File: src/rtl/pwm_gen.sv
// pwm_gen: sixteen-channel PWM generator sharing one 8-bit period counter
// and one duty value. Each channel is off, static-high or PWM-modulated.
// Optional build macro PWM_SHADOW_EN: when defined, the duty value is
// captured only at the period wrap, so mid-period changes never split a
// pulse. When undefined, the duty tracks the input every clock.
module pwm_gen #(
  parameter int unsigned PRESCALE = 1
) (
  input  logic        clk,
  input  logic        rst,
  input  logic [7:0]  en_reg_out_7_0,
  input  logic [7:0]  en_reg_out_15_8,
  input  logic [7:0]  en_reg_pwm_7_0,
  input  logic [7:0]  en_reg_pwm_15_8,
  input  logic [7:0]  pwm_duty_cycle,
  output logic [15:0] pwm_out,
  output logic        period_start
);

  // Last prescaler count before it wraps; PRESCALE=1 makes every cycle a tick.
  localparam logic [15:0] PRE_LAST = 16'(PRESCALE - 1);

  logic [15:0] pre_cnt_q, pre_cnt_d;
  logic [7:0]  pwm_cnt_q, pwm_cnt_d;
  logic [7:0]  duty_act_q, duty_act_d;
  logic [15:0] pwm_out_q, pwm_out_d;
  logic        period_start_q, period_start_d;

  logic        tick;
  logic        wrap;
  logic        pwm_lvl;
  logic [15:0] eo;
  logic [15:0] ep;

  assign eo = {en_reg_out_15_8, en_reg_out_7_0};
  assign ep = {en_reg_pwm_15_8, en_reg_pwm_7_0};

  // Next-state for counters, active duty and the per-channel output mux.
  always_comb begin
    tick      = (pre_cnt_q == PRE_LAST);
    wrap      = tick && (pwm_cnt_q == 8'hFF);
    pre_cnt_d = tick ? 16'd0 : (pre_cnt_q + 16'd1);
    pwm_cnt_d = tick ? (pwm_cnt_q + 8'd1) : pwm_cnt_q;
`ifdef PWM_SHADOW_EN
    // Shadowed duty: only the wrap edge may change what the pins see.
    duty_act_d = wrap ? pwm_duty_cycle : duty_act_q;
`else
    // Unshadowed duty: follow the input every clock.
    duty_act_d = pwm_duty_cycle;
`endif
    // 0xFF is forced fully high; otherwise high for counts below the duty.
    pwm_lvl = (duty_act_q == 8'hFF) || (pwm_cnt_q < duty_act_q);
    pwm_out_d = '0;
    for (int i = 0; i < 16; i++) begin
      // Output enable gates everything; PWM enable selects level vs. static high.
      pwm_out_d[i] = eo[i] & (~ep[i] | pwm_lvl);
    end
    period_start_d = wrap;
  end

  // All state clears immediately on reset, mid-period included.
  always_ff @(posedge clk or posedge rst) begin
    if (rst) begin
      pre_cnt_q      <= '0;
      pwm_cnt_q      <= '0;
      duty_act_q     <= '0;
      pwm_out_q      <= '0;
      period_start_q <= 1'b0;
    end else begin
      pre_cnt_q      <= pre_cnt_d;
      pwm_cnt_q      <= pwm_cnt_d;
      duty_act_q     <= duty_act_d;
      pwm_out_q      <= pwm_out_d;
      period_start_q <= period_start_d;
    end
  end

  assign pwm_out      = pwm_out_q;
  assign period_start = period_start_q;

endmodule
File: config.mk
export PLATFORM = sky130hd
export DESIGN_NAME = pwm_gen
export DESIGN_NICKNAME = d
export VERILOG_FILES = /design/src/rtl/pwm_gen.sv
export SDC_FILE = /design/constraint.sdc
export NUM_CORES = 1
export LEC_CHECK = 0
export ABC_AREA = 1
export ABC_CLOCK_PERIOD_IN_PS = 2000
export CORE_MARGIN = 3
export CORE_UTILIZATION = 49
export DETAILED_ROUTE_END_ITERATION = 8
export PLACE_DENSITY = 0.79
export SETUP_SLACK_MARGIN = 0.3
export SYNTH_ARGS = -nofsm -noshare
export SYNTH_HDL_FRONTEND = slang
export SYNTH_SLANG_ARGS = --single-unit
File: constraint.sdc
create_clock -name clk -period 2 [get_ports clk]
set_input_delay 0.4 -clock clk [delete_from_list [all_inputs] [get_ports clk]]
set_output_delay 0.4 -clock clk [all_outputs]
set_load 0.005 [all_outputs]
==> results of run 1 <==
==> logic make-up after synthesis <==
| logic type | share of synthesized area |
|---|---|
| fa+ha+maj | 0.0516 |
| buf+inv | 0.105 |
| flops | 0.506 |
| xor+xnor | 0.0537 |
| simple gates | 0.263 |
| compound gates | 0.0201 |
==> power breakdown <==
part	internal, mW	switching, mW	leakage (nW)
Sequential	1.02	0.00799	0.618
Clock	0.313	0.319	0.0542
Combinational	0.133	0.0779	0.982
Total	1.46	0.404	1.65
==> metal layers <==
metal	track usage	vias to the layer above	routed length, µm
met5	0	-	0
met4	0.0688	0	77
met3	0.0496	6	150
met2	0.312	35	2730
met1	0.208	910	1980
li1	-	967	-
==> how the worst min path moves through the flow <==
stage / from / endpoint / slack [ns] / cells past startpoint
final: rst / pre_cnt_q[14]$_DFF_PP0_ / 0.42 / 2
after global routing: rst / pre_cnt_q[14]$_DFF_PP0_ / 0.44 / 2
after CTS: rst / pre_cnt_q[14]$_DFF_PP0_ / 0.43 / 2
after detailed placement: pre_cnt_q[0]$_DFF_PP0_ / pre_cnt_q[0]$_DFF_PP0_ / 0.50 / 1
after global placement: pre_cnt_q[0]$_DFF_PP0_ / pre_cnt_q[0]$_DFF_PP0_ / 0.49 / 1
after floorplan: pwm_duty_cycle[0] / duty_act_q[0]$_DFF_PP0_ / 0.43 / 0
==> layout by cell type, fill, tap and decap left out, types with 2 or more instances in the layout <==
cell type         n
clkdlybuf4s50_1  58
buf_12            2
nor2_2            2
nand3_1          22
nand2_1          48
inv_1            56
nor2_1           13
xor2_1           13
o21ai_0           5
nor3_1            7
ha_1              9
clkbuf_8          7
dfrtp_1          48
nand2_2           9
buf_4             2
nand4_1           9
nor3_2            3
nor2_4            4
inv_2             7
==> repair_timing <==
item | CTS | global route
hold buffers | 0 | 0
setup endpoints to repair | 0 | 16
resized for setup | 0 | 7
setup buffers | 0 | 2
==> sequential cells by signal, summed over array words and instances (netlist names) <==
| signal | count |
|---|---|
| pre_cnt_q | 16 |
| pwm_out | 16 |
| duty_act_q | 8 |
| pwm_cnt_q | 8 |
| period_start | 1 |
==> through the flow <==
stage | power (mW) | hold WS [ns]
global route | 1.96 | 0.442
detailed placement | 1.25 | 0.499
CTS | 1.88 | 0.430
finish | 1.87 | 0.421
floorplan | 1.10 | 0.431
global placement | 1.25 | 0.490
==> area by class of cell <==
| cell class | instances | area [µm²] |
|---|---|---|
| clock buffer | 7 | 96.3 |
| clock inverter | 1 | 5.00 |
| fill | 361 | 1300 |
| inverter | 63 | 236 |
| multi-input combinational | 157 | 981 |
| sequential | 49 | 1230 |
| tap | 65 | 81.3 |
| timing repair buffer | 62 | 636 |
==> results by group, run 1 <==
Timing
  – Final WS setup: 0.346 ns
  – Final Hold Vio Count: 0
  – Setup tns final: 0 ns
  – Clock Skews: 0.00492 ns
  – Worst-Margin Slew: 0.410 ns
  – Max-slew violations: 0
  – Period Utilization, post-route: 0.827
  – Fin crit period: 1.65 ns
  – Setup-failing EPs final: 0
  – RSZ-0062 raised after global routing: false
  – Fmax: 0.605 GHz
  – Worst slew margin: 0.726

Synth
  – Most common cell in the netlist: inv_1
  – Synth area leader: dfrtp_1
  – Synth cell types: 27
  – Syn avg cell area: 8.98 µm²
  – Top cells by count, synth: 58 x inv_1, 49 x dfrtp_1, 49 x nand2_1
  – Register area share after synthesis: 0.506
  – Asr flop ratio synth: 1.00
  – Post-Syn Area: 2420 µm²
  – Ys Warns: 0
  – Main synth FF type: dfrtp_1
  – Top post-synthesis cells by area: dfrtp_1 51%, inv_1 9.0%, nand2_1 7.6%, ha_1 5.2%, xor2_1 4.7%
  – Syn Nets: 322
  – Top cell type's share of synthesized area: 0.506
  – Post-Synthesis Cells: 270
  – EDFF count, synth: 0
  – Number of synthesized register bits: 49

Critical path
  – Max incr delay on CP: 0.43 ns
  – Worst Path Max Fanout: 8
  – Most common cell on crit path: nand2_1
  – Critical R2R Launch: pwm_cnt_q[6]$_DFFE_PP0N_
  – Crit Path Category: flop to flop
  – Critical Path Source: pwm_cnt_q[6]$_DFFE_PP0N_
  – WP data arrival: 1.89 ns
  – Critical Path Start Type: flop
  – Critical Path, Cell by Cell: ha_1 > nand2_1 > nor2_1 > nor3_2 > buf_4 > nand2_8 > nand3_1 > nand2_1 > inv_1
  – Critical-path top delay cell: dfrtp_1
  – R2R setup slack: 0.35 ns
  – Worst r2r path cells: 9
  – Critical path depth in cells: 9
  – Delay-heaviest family, CP: simple AND/OR/NAND/NOR gates
  – Crit path capture: pwm_out[2]$_DFF_PP0_
  – Worst Setup End Kind: flop
  – Worst R2R End: pwm_out[2]$_DFF_PP0_
  – Buffers & Inverters on Critical Path: 2
  – Worst path required time: 2.24 ns

Place
  – RD Place Congestion: 0.806
  – Buffers on Ports: 58
  – Area after DPL: 3110 µm²
  – HPWL after DPL: 3.76 mm
  – Dpl ws: 0.383 ns
  – Placed insts: 393

Layout
  – Fin area: 3260 µm²
  – Ant diodes: 0
  – Share of layout cells above drive strength 1: 0.142
  – Area delta synth->final: 34.6%
  – Final nets: 390
  – Core Util, Final: 0.715
  – Post-Layout Cell Count: 404

Floorplanning
  – FP Rows: 24
  – I/O Pins: 59
  – Die Y: 76.3 µm
  – Full die area: 5830 µm²
  – Initial Util: 0.531
  – Core area: 4560 µm²
  – Die width: 76.3 µm

Clock network
  – H-Tree Depth: 2
  – Worst-skew pair later-pin latency: 0.30 ns
  – Clk sinks: 49
  – TritonCTS clock tree: built
  – Clk slew on worst S/H paths: 0.09 ns
  – CTS Buffer Depth: 2
  – Clk root buf: clkbuf_8
  – Cts bufs inserted: 5

Detailed routing
  – 1st-iter DRT viols: 68
  – Routed length per placed instance: 12.2 µm
  – DRC: 0
  – 1st-pass router iterations: 7
  – Vias: 1918
  – Routed WL: 4.93 mm
  – Via-per-instance ratio: 4.75
  – Post-route antenna net violation count: 0

Global route
  – Pin count of the biggest net entering global routing: 21
  – Gr usage total: 0.179
  – Vias in the first global route: 1831
  – Gr ovfl total: 0
  – Initial antenna violation count: 0
  – Global-route wire length before repair: 8.26 mm

Run status
  – Status: completed

Power
  – Maximum VDD drop: 0.421 mV
  – Pwr/cell area: 573 nW/µm²
  – Pleak: 1.65 nW

Run
  – Number of max-capacitance violations reported: 0

Worst hold path
  – Hold Path Class: primary input to async pin
Note: power is estimated with default switching activity, not from simulation.
==> run 2, diff against run 1 <==
--- a/config.mk
+++ b/config.mk
@@ -6,7 +6,7 @@
 export NUM_CORES = 1
 export LEC_CHECK = 0
 export ABC_AREA = 1
-export ABC_CLOCK_PERIOD_IN_PS = 2000
+export ABC_CLOCK_PERIOD_IN_PS = 1600
 export CORE_MARGIN = 3
 export CORE_UTILIZATION = 49
 export DETAILED_ROUTE_END_ITERATION = 8
==> constraint.sdc (replaced) <==
create_clock -name clk -period 1.6 [get_ports clk]
set_input_delay 0.32 -clock clk [delete_from_list [all_inputs] [get_ports clk]]
set_output_delay 0.32 -clock clk [all_outputs]
set_load 0.005 [all_outputs]
==> results by group, run 2 (synthesis gave the netlist of run 1 again) <==
Critical path
  – WP data arrival: 1.84 ns (was 1.89 ns)
  – Critical Path Start Type: flop (unchanged)
  – Worst R2R End: pwm_out[12]$_DFF_PP0_ (was pwm_out[2]$_DFF_PP0_)
  – Critical Path Source: pwm_cnt_q[4]$_DFFE_PP0N_ (was pwm_cnt_q[6]$_DFFE_PP0N_)
  – Worst Path Max Fanout: 8 (unchanged)
  – Critical R2R Launch: pwm_cnt_q[4]$_DFFE_PP0N_ (was pwm_cnt_q[6]$_DFFE_PP0N_)
  – Worst path required time: 1.84 ns (was 2.24 ns)
  – Crit path capture: pwm_out[12]$_DFF_PP0_ (was pwm_out[2]$_DFF_PP0_)
  – R2R setup slack: 0.004 ns (was 0.35 ns)
  – Worst Setup End Kind: flop (unchanged)
  – Crit Path Category: flop to flop (unchanged)
  – Worst r2r path cells: 9 (unchanged)

Place
  – RD Place Congestion: 0.862 (was 0.806)
  – Dpl ws: 0.0207 ns (was 0.383 ns)
  – Buffers on Ports: 58 (unchanged)
  – HPWL after DPL: 3.74 mm (was 3.76 mm)

Detailed routing
  – Post-route antenna net violation count: 0 (unchanged)
  – 1st-iter DRT viols: 64 (was 68)
  – DRC: 0 (unchanged)
  – Routed length per placed instance: 12.8 µm (was 12.2 µm)
  – Routed WL: 5.37 mm (was 4.93 mm)
  – Vias: 2009 (was 1918)
  – 1st-pass router iterations: 4 (was 7)
  – Via-per-instance ratio: 4.77 (was 4.75)

Global route
  – Gr usage total: 0.187 (was 0.179)
  – Vias in the first global route: 1992 (was 1831)
  – Met1 Resource Use GR: 0.208 (about the same)
  – Pin count of the biggest net entering global routing: 50 (was 21)
  – Initial antenna violation count: 0 (unchanged)
  – Met3 usage: 0.0532 (was 0.0496)
  – Gr busiest metal: met2 (unchanged)
  – Met2 usage: 0.350 (was 0.312)
  – Gr ovfl total: 0 (unchanged)
  – Global-route wire length before repair: 8.78 mm (was 8.26 mm)

Clock network
  – CTS Buffer Depth: 2 (unchanged)
  – Clk slew on worst S/H paths: 0.09 ns (about the same)
  – Worst-skew pair later-pin latency: 0.30 ns (about the same)
  – H-Tree Depth: 2 (unchanged)
  – Cts bufs inserted: 5 (unchanged)
  – Clk root buf: clkbuf_8 (unchanged)
  – Clk sinks: 49 (unchanged)
  – TritonCTS clock tree: built (unchanged)
  – Post-CTS Hold Fix Bufs: 0 (unchanged)

Power
  – Sequential share of power: 0.523 (was 0.549)
  – Switching pwr: 0.514 mW (was 0.404 mW)
  – Clock network power share: 0.370 (was 0.338)
  – Pleak: 1.78 nW (was 1.65 nW)
  – Internal Power: 1.94 mW (was 1.46 mW)
  – Pwr/cell area: 686 nW/µm² (was 573 nW/µm²)
  – Combinational power share: 0.106 (was 0.113)
  – Sw Share: 0.210 (was 0.216)
  – Maximum VDD drop: 0.438 mV (was 0.421 mV)

Floorplanning
  – FP Rows: 24 (unchanged)
  – I/O Pins: 59 (unchanged)
  – Die Y: 76.3 µm (unchanged)
  – Die width: 76.3 µm (unchanged)
  – Full die area: 5830 µm² (unchanged)
  – Initial Util: 0.531 (unchanged)
  – Core area: 4560 µm² (unchanged)

Layout
  – Share of layout cells above drive strength 1: 0.256 (was 0.142)
  – Ant diodes: 0 (unchanged)
  – Area delta synth->final: 47.5% (was 34.6%)
  – Most frequent cells in the layout: 53 x inv_1, 49 x dfrtp_1, 41 x clkdlybuf4s50_1, 40 x nand2_1 (was 58 x clkdlybuf4s50_1, 56 x inv_1, 48 x nand2_1, 48 x dfrtp_1, 22 x nand3_1)
  – Core Util, Final: 0.783 (was 0.715)
  – Final nets: 407 (was 390)
  – Leading cell type in the layout, fill and taps excluded: inv_1 (was clkdlybuf4s50_1)

Timing
  – Worst-Margin Slew: 0.399 ns (was 0.410 ns)
  – Worst hold slack: 0.423 ns (was 0.421 ns)
  – Final WS setup: 0.00377 ns (was 0.346 ns)
  – Clock Skews: 0.00735 ns (was 0.00492 ns)
  – Setup-failing EPs final: 0 (unchanged)
  – Period Utilization, post-route: 0.998 (was 0.827)
  – Max-slew violations: 0 (unchanged)
  – RSZ-0062 raised after global routing: true (was false)
  – Fmax: 0.626 GHz (was 0.605 GHz)
  – Final Hold Vio Count: 0 (unchanged)
  – Worst slew margin: 0.733 (was 0.726)
  – Fin crit period: 1.60 ns (was 1.65 ns)

Worst hold path
  – Hold Path Class: primary input to async pin (unchanged)

Run status
  – Status: completed (unchanged)

Run
  – Number of max-capacitance violations reported: 0 (unchanged)
## run 2: critical path, cell delays in order, from the launching register on
cell	delay, ns
dfrtp_1	0.41
ha_1	0.24
a21oi_4	0.17
nor2_2	0.07
nor3_2	0.20
buf_6	0.17
nand2_8	0.09
nand3_1	0.08
nand2_1	0.06
inv_1	0.05
## run 2: per-layer routing
metal	up-vias	wire length (µm)	share of wire
met5	-	0	0
met3	8	249	0.046
met2	50	2980	0.55
met1	951	2060	0.38
li1	1000	-	-
met4	0	82	0.015
## run 2: area by class of cell
cell class / count / area (µm²)
multi-input cells: 157 / 1140
inverters: 63 / 243
well taps: 65 / 81.3
fillers: 317 / 990
flip-flops and latches: 49 / 1230
clock inverters: 1 / 30.0
repair buffers: 79 / 766
clock buffers: 7 / 86.3
## run 2: worst min path at each step
| stage | start | end | depth (start not counted) |
|---|---|---|---|
| after detailed placement | pre_cnt_q[0]$_DFF_PP0_ | pre_cnt_q[0]$_DFF_PP0_ | 1 |
| after global placement | pre_cnt_q[0]$_DFF_PP0_ | pre_cnt_q[0]$_DFF_PP0_ | 1 |
| after global routing | pwm_duty_cycle[7] | duty_act_q[7]$_DFF_PP0_ | 1 |
| final | rst | pre_cnt_q[8]$_DFF_PP0_ | 3 |
| after floorplan | pwm_duty_cycle[0] | duty_act_q[0]$_DFF_PP0_ | 0 |
| after CTS | rst | pre_cnt_q[8]$_DFF_PP0_ | 3 |
## run 2: metrics by stage
stage / TNS (ns) / total power [mW] / std cells / instance area (µm²)
2_1_floorplan: 0 / 1.38 / 270 / 2430
4_1_cts: 0 / 2.46 / 416 / 3420
3_5_place_dp: 0 / 1.56 / 397 / 3130
3_3_place_gp: 0 / 1.55 / 397 / 3130
5_1_grt: -1.27 / 2.56 / 421 / 3570
6_report: 0 / 2.45 / 421 / 3570
## run 2: repair_timing
action | CTS | global route
gates resized for setup | 43 | 34
pin swaps | 12 | 10
cloned | 1 | 0
setup endpoints to repair | 50 | 40
buffers inserted | 10 | 5
## run 2: power by group through the flow
| stage | registers (mW) | clock network [mW] | logic [mW] |
|---|---|---|---|
| 2_1_floorplan | 1.31 | 0 | 0.0710 |
| 3_3_place_gp | 1.31 | 0 | 0.245 |
| 3_5_place_dp | 1.31 | 0 | 0.250 |
| 4_1_cts | 1.28 | 0.925 | 0.250 |
| 5_1_grt | 1.29 | 0.985 | 0.286 |
| 6_report | 1.28 | 0.908 | 0.260 |
==> run 3, diff against run 2 <==
--- a/config.mk
+++ b/config.mk
@@ -11,6 +11,7 @@
 export CORE_UTILIZATION = 49
 export DETAILED_ROUTE_END_ITERATION = 8
 export PLACE_DENSITY = 0.79
+export REMOVE_ABC_BUFFERS = 1
 export SETUP_SLACK_MARGIN = 0.3
 export SYNTH_ARGS = -nofsm -noshare
 export SYNTH_HDL_FRONTEND = slang
==> results by group, run 3 (synthesis gave the netlist of run 1 again) <==
Detailed routing
  – 1st-pass router iterations: 4 (unchanged)
  – 1st-iter DRT viols: 103 (was 64)
  – DRC: 0 (unchanged)
  – Via-per-instance ratio: 4.83 (was 4.77)
  – Vias: 2043 (was 2009)
  – Routed length per placed instance: 13.8 µm (was 12.8 µm)
  – Post-route antenna net violation count: 0 (unchanged)
  – Routed WL: 5.86 mm (was 5.37 mm)

Place
  – Buffers on Ports: 58 (unchanged)
  – RD Place Congestion: 0.841 (was 0.862)
  – HPWL after DPL: 3.73 mm (was 3.74 mm)

Timing
  – Fmax: 0.664 GHz (was 0.626 GHz)
  – Clock Skews: 0.00414 ns (was 0.00735 ns)
  – Worst slew margin: 0.755 (was 0.733)
  – Setup tns final: 0 ns (unchanged)
  – Fin crit period: 1.51 ns (was 1.60 ns)
  – Worst-Margin Slew: 0.367 ns (was 0.399 ns)
  – Max-slew violations: 0 (unchanged)
  – RSZ-0062 raised after global routing: true (unchanged)
  – Period Utilization, post-route: 0.941 (was 0.998)
  – Setup-failing EPs final: 0 (unchanged)
  – Final Hold Vio Count: 0 (unchanged)

Floorplanning
  – Core area: 4560 µm² (unchanged)
  – Initial Util: 0.531 (unchanged)
  – Die width: 76.3 µm (unchanged)
  – I/O Pins: 59 (unchanged)
  – Die Y: 76.3 µm (unchanged)
  – FP Rows: 24 (unchanged)
  – Full die area: 5830 µm² (unchanged)

Critical path
  – Crit Path Category: flop to flop (unchanged)
  – Worst Setup End Kind: flop (unchanged)
  – WP data arrival: 1.75 ns (was 1.84 ns)
  – Buffers & Inverters on Critical Path: 3 (was 2)
  – Max incr delay on CP: 0.38 ns (was 0.41 ns)
  – Worst path required time: 1.84 ns (about the same)
  – Critical Path, Cell by Cell: inv_2 > ha_4 > a21oi_2 > nor2_2 > nor3_2 > buf_4 > nand2_8 > nand3_1 > nand2_1 > inv_1 (was ha_1 > a21oi_4 > nor2_2 > nor3_2 > buf_6 > nand2_8 > nand3_1 > nand2_1 > inv_1)
  – Critical Path Start Type: flop (unchanged)
  – Delay-heaviest family, CP: simple AND/OR/NAND/NOR gates (unchanged)
  – Critical-path top delay cell: dfrtp_1 (unchanged)
  – Worst Path Max Fanout: 8 (unchanged)

Power
  – Pleak: 1.79 nW (was 1.78 nW)
  – Pwr/cell area: 669 nW/µm² (was 686 nW/µm²)
  – Maximum VDD drop: 0.509 mV (was 0.438 mV)
  – Power Total: 2.39 mW (was 2.45 mW)

Layout
  – Most frequent cells in the layout: 51 x inv_1, 49 x dfrtp_1, 41 x clkdlybuf4s50_1, 40 x nand2_1, 15 x nand2_2 (was 53 x inv_1, 49 x dfrtp_1, 41 x clkdlybuf4s50_1, 40 x nand2_1)
  – Leading cell type in the layout, fill and taps excluded: inv_1 (unchanged)
  – Ant diodes: 0 (unchanged)
  – Final nets: 410 (was 407)
  – Share of layout cells above drive strength 1: 0.265 (was 0.256)
  – Area delta synth->final: 47.2% (was 47.5%)

Clock network
  – Clk sinks: 49 (unchanged)
  – Cts bufs inserted: 5 (unchanged)
  – Worst-skew pair later-pin latency: 0.30 ns (about the same)
  – TritonCTS clock tree: built (unchanged)
  – Post-CTS Hold Fix Bufs: 0 (unchanged)
  – H-Tree Depth: 2 (unchanged)
  – CTS Buffer Depth: 2 (unchanged)
  – Clk slew on worst S/H paths: 0.08 ns (was 0.09 ns)
  – Clk root buf: clkbuf_8 (unchanged)

Global route
  – Gr ovfl total: 0 (unchanged)
  – Pin count of the biggest net entering global routing: 50 (unchanged)
  – Initial antenna violation count: 0 (unchanged)
  – Gr usage total: 0.212 (was 0.187)
  – Vias in the first global route: 2152 (was 1992)
  – Global-route wire length before repair: 9.80 mm (was 8.78 mm)

Run status
  – Status: completed (unchanged)

Worst hold path
  – Hold Path Class: primary input to async pin (unchanged)

Run
  – Number of max-capacitance violations reported: 0 (unchanged)
[run 3: cell types whose count changed in the layout (fill, tap and decap cells not counted), moves of 2 or more]
cell             change
inv_1                -2
buf_4                +2
dlygate4sd2_1        -4
inv_2                +4
clkdlybuf4s15_1      +4
[run 3: layer usage]
layer	track usage	vias up	share of wire	wire, µm
met5	0	-	0	0
met4	0.0725	0	0.019	114
met1	0.223	980	0.37	2160
met2	0.397	49	0.57	3320
li1	-	1002	-	-
met3	0.0650	12	0.045	262
[run 3: per-stage QoR]
stage	cells	utilization	area, µm²	hold slack (ns)	worst slack (ns)
2_1_floorplan	268	-	2400	0.351	0.107
3_3_place_gp	399	0.688	3140	0.491	0.0956
3_5_place_dp	399	0.688	3140	0.500	-0.0481
4_1_cts	417	0.751	3430	0.382	0.108
5_1_grt	423	0.782	3570	0.399	-0.0443
6_report	423	0.782	3570	0.367	0.0943
[run 3: what timing repair did]
action,4_1_cts,5_1_grt
gates cloned,1,0
gates resized for setup,46,35
setup buffers,10,6
setup endpoints to repair,49,43
pin swaps,13,14
[run 3: worst paths after layout]
path                            cells after the start  slack (ns)                 endpoint                     from
worst max-delay path                               10        0.09     pwm_out[6]$_DFF_PP0_  duty_act_q[5]$_DFF_PP0_
min in group clk                                    1        0.45  duty_act_q[1]$_DFF_PP0_        pwm_duty_cycle[1]
max in group asynchronous                           3        1.01   pre_cnt_q[1]$_DFF_PP0_                      rst
worst max register to register                     10        0.09     pwm_out[6]$_DFF_PP0_  duty_act_q[5]$_DFF_PP0_
worst min-delay path                                3        0.37  pre_cnt_q[15]$_DFF_PP0_                      rst
worst min register to register                      2        0.56  pre_cnt_q[13]$_DFF_PP0_  pre_cnt_q[13]$_DFF_PP0_
[run 3: final cells by class]
| type | count | area, µm² |
|---|---|---|
| Clock buffer | 5 | 68.8 |
| Clock inverter | 2 | 35.0 |
| Fill cell | 318 | 996 |
| Inverter | 63 | 236 |
| Multi-Input combinational cell | 157 | 1120 |
| Sequential cell | 49 | 1230 |
| Tap cell | 65 | 81.3 |
| Timing Repair Buffer | 82 | 797 |
[run 3: tightest hold or removal path, delay by kind of cell]
kind     cells  cell delay [ns]
buf+inv      3             0.72
[run 3: report_power, final]
| group | internal (mW) | switching, mW | total, mW |
|---|---|---|---|
| clock network | 0.454 | 0.391 | 0.846 |
| logic | 0.153 | 0.106 | 0.259 |
| registers | 1.27 | 0.0102 | 1.28 |
| total | 1.88 | 0.507 | 2.39 |
